$ cat config.mk
export PLATFORM = sky130hd
export DESIGN_NAME = pmodacl2_spi_master
export DESIGN_NICKNAME = d
export VERILOG_FILES = /design/src/rtl/pmodacl2_spi_master.sv
export SDC_FILE = /design/constraint.sdc
export NUM_CORES = 1
export LEC_CHECK = 0
export ABC_CLOCK_PERIOD_IN_PS = 4600
export CAP_MARGIN = 10
export CORE_MARGIN = 4
export CORE_UTILIZATION = 40
export CTS_CLUSTER_DIAMETER = 60
export DETAILED_ROUTE_END_ITERATION = 8
export PLACE_DENSITY = 0.73
export SYNTH_ARGS = -nofsm -noshare
export SYNTH_HDL_FRONTEND = slang
export SYNTH_SLANG_ARGS = --single-unit
$ cat constraint.sdc
create_clock -name clk_sys -period 4.6 [get_ports clk_sys]
set_input_delay 0.69 -clock clk_sys [delete_from_list [all_inputs] [get_ports clk_sys]]
set_output_delay 0.69 -clock clk_sys [all_outputs]
set_load 0.02 [all_outputs]
$ cat src/rtl/pmodacl2_spi_master.sv
// SPI mode-0 master for the ADXL362 on a PmodACL2: issues 3-byte register write,
// register read and FIFO read frames and returns the read bytes on rd_data.
module pmodacl2_spi_master #(
  parameter int CLK_DIV = 4
) (
  input  logic        clk_sys,
  input  logic        rst,
  input  logic        start,
  input  logic [1:0]  cmd,
  input  logic [7:0]  address,
  input  logic [7:0]  wr_data,
  output logic [15:0] rd_data,
  output logic        busy,
  output logic        done,
  output logic        err,
  output logic        SCLK,
  output logic        MOSI,
  output logic        nCS,
  input  logic        MISO
);

  typedef enum logic [2:0] {
    IDLE       = 3'd0,
    CS_SETUP   = 3'd1,
    SHIFT_LOW  = 3'd2,
    SHIFT_HIGH = 3'd3,
    CS_HOLD    = 3'd4,
    CS_GAP     = 3'd5,
    DONE       = 3'd6
  } state_t;

  localparam logic [7:0] HALF_RELOAD = 8'(CLK_DIV - 1);
  localparam logic [1:0] CMD_WRITE   = 2'd0;
  localparam logic [1:0] CMD_READ    = 2'd1;
  localparam logic [1:0] CMD_FIFO    = 2'd2;
  localparam logic [1:0] CMD_INVALID = 2'd3;

  state_t      state_r, state_s;
  logic [7:0]  cnt_r, cnt_s;
  logic [4:0]  bit_r, bit_s;
  logic        gap_r, gap_s;
  logic [1:0]  cmd_r, cmd_s;
  logic [23:0] tx_r, tx_s;
  logic [15:0] rx_r, rx_s;
  logic [15:0] rd_data_s;
  logic        half_end_s;
  logic        busy_s, done_s, err_s, sclk_s, mosi_s, ncs_s;

  function automatic logic [23:0] build_frame(input logic [1:0] op,
                                              input logic [7:0] addr,
                                              input logic [7:0] data);
    logic [23:0] frame;
    case (op)
      CMD_WRITE: frame = {8'h0A, addr, data};
      CMD_READ:  frame = {8'h0B, addr, 8'h00};
      CMD_FIFO:  frame = {8'h0D, 8'h00, 8'h00};
      default:   frame = 24'h00_0000;
    endcase
    return frame;
  endfunction

  assign half_end_s = (cnt_r == 8'd0);

  // Next-state, datapath and next-output logic.
  always_comb begin
    state_s   = state_r;
    cnt_s     = half_end_s ? HALF_RELOAD : (cnt_r - 8'd1);
    bit_s     = bit_r;
    gap_s     = gap_r;
    cmd_s     = cmd_r;
    tx_s      = tx_r;
    rx_s      = rx_r;
    rd_data_s = rd_data;
    err_s     = 1'b0;
    case (state_r)
      IDLE: begin
        cnt_s = HALF_RELOAD;
        bit_s = 5'd0;
        gap_s = 1'b0;
        if (start) begin
          cmd_s = cmd;
          if (cmd == CMD_INVALID) begin
            state_s = DONE;
            err_s   = 1'b1;
          end else begin
            state_s = CS_SETUP;
            tx_s    = build_frame(cmd, address, wr_data);
          end
        end else begin
          state_s = IDLE;
        end
      end
      CS_SETUP: begin
        if (half_end_s) state_s = SHIFT_LOW;
        else            state_s = CS_SETUP;
      end
      SHIFT_LOW: begin
        // MISO is captured on the same edge that raises SCLK
        if (half_end_s) begin
          state_s = SHIFT_HIGH;
          rx_s    = {rx_r[14:0], MISO};
        end else begin
          state_s = SHIFT_LOW;
        end
      end
      SHIFT_HIGH: begin
        if (half_end_s) begin
          tx_s = {tx_r[22:0], 1'b0};
          if (bit_r == 5'd23) begin
            bit_s   = 5'd0;
            state_s = CS_HOLD;
          end else begin
            bit_s   = bit_r + 5'd1;
            state_s = SHIFT_LOW;
          end
        end else begin
          state_s = SHIFT_HIGH;
        end
      end
      CS_HOLD: begin
        gap_s = 1'b0;
        if (half_end_s) state_s = CS_GAP;
        else            state_s = CS_HOLD;
      end
      CS_GAP: begin
        if (half_end_s) begin
          if (gap_r) begin
            gap_s   = 1'b0;
            state_s = DONE;
            // rx_r holds the last two received bytes: [15:8] byte 2, [7:0] byte 3
            if (cmd_r == CMD_READ)      rd_data_s = {8'h00, rx_r[7:0]};
            else if (cmd_r == CMD_FIFO) rd_data_s = {rx_r[7:0], rx_r[15:8]};
            else                        rd_data_s = rd_data;
          end else begin
            gap_s = 1'b1;
          end
        end else begin
          state_s = CS_GAP;
        end
      end
      DONE:    state_s = IDLE;
      default: state_s = IDLE;
    endcase

    done_s = (state_s == DONE);
    busy_s = ((state_s != IDLE) && (state_s != DONE)) || err_s;
    ncs_s  = !(state_s inside {CS_SETUP, SHIFT_LOW, SHIFT_HIGH, CS_HOLD});
    sclk_s = (state_s == SHIFT_HIGH);
    mosi_s = (state_s inside {SHIFT_LOW, SHIFT_HIGH}) ? tx_s[23] : 1'b0;
  end

  // State, datapath and registered bus/handshake outputs.
  always_ff @(posedge clk_sys) begin
    if (rst) begin
      state_r <= IDLE;
      cnt_r   <= HALF_RELOAD;
      bit_r   <= 5'd0;
      gap_r   <= 1'b0;
      cmd_r   <= 2'd0;
      tx_r    <= 24'h00_0000;
      rx_r    <= 16'h0000;
      rd_data <= 16'h0000;
      busy    <= 1'b0;
      done    <= 1'b0;
      err     <= 1'b0;
      SCLK    <= 1'b0;
      MOSI    <= 1'b0;
      nCS     <= 1'b1;
    end else begin
      state_r <= state_s;
      cnt_r   <= cnt_s;
      bit_r   <= bit_s;
      gap_r   <= gap_s;
      cmd_r   <= cmd_s;
      tx_r    <= tx_s;
      rx_r    <= rx_s;
      rd_data <= rd_data_s;
      busy    <= busy_s;
      done    <= done_s;
      err     <= err_s;
      SCLK    <= sclk_s;
      MOSI    <= mosi_s;
      nCS     <= ncs_s;
    end
  end

endmodule

==> results.toml <==
[run_status]
status = "completed"

[sta]
final-setup-viol-count = 0
finClkSkew_ns = 0.009557
max_freq_mhz = 332.0
post-route-period-util_pct = 65.48
drv_slew = 0
tns_ns = 0
hold_viol = 0
rsz0062_at_grt = "no"
worst_slew_pin_slew_ns = 1.054
period_minus_slack_ns = 3.012
relSlewSlack_pct = 29.47

[logic_synthesis]
ys_async_sr_fraction_pct = 0
synth.distinct_cells = 48
postSynthCellCount = 362
netlist_area_mm2 = 0.003347
synthSimpleGateAreaFrac_pct = 22.62
synth-edff-count = 0
synth.area.top_cells = "dfxtp_1 (48%), nor2_1 (7.6%), mux2i_1 (7.2%), a222oi_1 (4.5%), nand2_1 (3.1%)"
synth_top_flop_cell = "dfxtp_1"
synth_seq_area_share_pct = 48.45
synth_compound_area_share_pct = 13.98
syn_nets = 391
synth_top_family_by_area = "simple AND/OR/NAND/NOR gates"
yosys_warnings = 0
synth_top_area_cell = "dfxtp_1"
synth_mux_area_share_pct = 7.178
synth_seq_cells = 81
synthAdderAreaFrac_pct = 2.617
synth_area_per_cell_um2 = 9.246
synth.top_cell.area_share_pct = 48.45
synth_xor_area_share_pct = 1.832

[clocking]
post_cts_buffers = 0
cts_buffers = 9
post_cts_resized = 0
clkSlewWorstSetupHoldPaths_ns = 0.08
clock_latency_ns = 0.35
ctsRootBufferMaster = "clkbuf_8"
hold_buffers = 0
cts_sinks = 81
tritoncts = "yes"
cts_buffer_depth = 2
cts-htree-levels = 3

[layout]
multi_input_area_mm2 = 0.001623
antennaDiodeCount = 0
nets = 428
syn_to_final_growth_pct = 22.02
final_util_pct = 49.95
final_common_cell = "dfxtp_1"
mostFrequentLayoutCells = "dfxtp_1 (81), nor2_1 (68), clkdlybuf4s50_1 (42)"
fillerInstances = 777
fin_cells = 509
final_area_mm2 = 0.004084
drive_gt1_share_pct = 6.436
final-seq-area_mm2 = 0.001622

[routing]
routedWlPerCell_um = 13.53
drc_errors = 0
drt_iter0_drc = 192
wl_um = 6889
drtPass1Iterations = 6
routed-via-count = 2745
postRouteAntennaNets = 0
avgViaCountPerCell = 5.393

[floorplan]
rows = 33
start_util_pct = 40.94
core-area_mm2 = 0.008175
die_w_um = 99.48
num_io_pins = 44
die_y_um = 99.48
die_area_mm2 = 0.009895

[global_route]
grt_max_degree = 42
grt_pass1_vias = 2532
track_usage_pct = 14.53
antenna_found_initial = 0
grt_pass1_wl_um = 11690
grt_overflow = 0

[placement]
hpwl_um = 4716
placed_cells = 493
place_area_mm2 = 0.003861
io_buffers = 43
gp_congestion = 0.7835

[min_path]
hold_path_class = "flip-flop to flip-flop"
hold_depth = 1

[pwr]
vdd_ir_drop_max_mv = 0.1608
power_density_mw_per_mm2 = 351.3
power.leakage_uw = 0.001550

[worst_setup_path]
start_kind = "input port"
crit_chain = "clkdlybuf4s50_1, ha_1, or4b_2, nor3b_1, a222oi_1, nor2_1"
cpPeakStageDelay_ns = 0.80
cp_max_fo = 8
crit_slowest_cell = "nor3b_1"
critical_path_required_ns = 4.88
critical_path_class = "input port to flip-flop"
crit_path_end_kind = "flip-flop"
cp_data_arrival_time_ns = 3.29
ff2ff_path_depth = 8

[run]
drv_cap = 0
==> sequential cells by signal (all words and copies together), names as in the netlist <==
| name | cells |
|---|---|
| MOSI | 1 |
| SCLK | 1 |
| bit_r | 5 |
| busy | 1 |
| cmd_r | 2 |
| cnt_r | 8 |
| done | 1 |
| err | 1 |
| gap_r | 1 |
| nCS | 1 |
| rd_data | 16 |
| rx_r | 16 |
| state_r | 3 |
| tx_r | 24 |
==> where the power goes <==
part	leakage (µW)	switching, µW	internal, µW	total, µW
combinational	0.000784	70.9	59.1	130
sequential	0.000655	14.4	718	733
clock	0.000111	236	336	572
==> final cells by class <==
cell class                 instances  share of cell area [%]
inverter                           8                  0.7353
clock inverter                     2                   1.471
multi-input combinational        252                   39.74
clock buffer                      14                   3.983
timing repair buffer              47                   11.15
tap                              105                   3.217
sequential                        81                   39.71
==> metrics by stage <==
stage	setup slack (ns)	power (µW)	hold slack [ns]
after floorplan	2.201	828.4	0.3839
after global placement	1.376	875.7	0.3983
after detailed placement	1.237	878.6	0.4045
after CTS	1.624	1452	0.4226
after global routing	1.436	1491	0.4583
final	1.588	1435	0.4189
==> metal layers <==
metal | global-route usage (%) | vias to the layer above | routed length (µm)
li1 | - | 1373 | -
met2 | 22.83 | 75 | 3176
met3 | 3.296 | 10 | 349
met1 | 18.88 | 1287 | 3217
met4 | 7.038 | 0 | 145
met5 | 0 | - | 0
==> worst paths after layout <==
| check | from | endpoint | slack [ns] |
|---|---|---|---|
| max reg2reg | cnt_r[0]$_SDFF_PP1_ | tx_r[6]$_SDFFE_PP0P_ | 1.74 |
| min reg2reg | cnt_r[0]$_SDFF_PP1_ | cnt_r[0]$_SDFF_PP1_ | 0.42 |
| min | cnt_r[0]$_SDFF_PP1_ | cnt_r[0]$_SDFF_PP1_ | 0.42 |
| max | cmd[1] | tx_r[6]$_SDFFE_PP0P_ | 1.59 |
==> cell usage after synthesis, drive strengths merged, types with 3 or more instances <==
cell,number
xnor2,4
nand3,4
nand2b,3
inv,8
a222oi,15
a211oi,9
o21ai,4
a221oi,3
nor3,9
nand2,28
nand3b,10
a21oi,19
nor4,3
a22oi,3
mux2i,24
ha,7
clkbuf,19
nor2,69
nor3b,6
xor2,3
dfxtp,81
==> worst max-delay path, delay by kind of cell <==
family / cells / cell delay [ns]
buffers and inverters: 1 / 0.51
AO/OA/AOI/OAI: 1 / 0.17
adder cells (fa/ha/maj): 1 / 0.28
AND/OR/NAND/NOR: 3 / 1.63
==> cell families (layout without fill, tap and decap cells) <==
family	after synthesis	after routing
buffers and inverters	29	71
AND/OR/NAND/NOR	150	150
multiplexers	24	24
AO/OA/AOI/OAI	64	64
adder cells (fa/ha/maj)	7	7
XOR/XNOR	7	7
flip-flops	81	81
(Power assumes the default switching activity.)
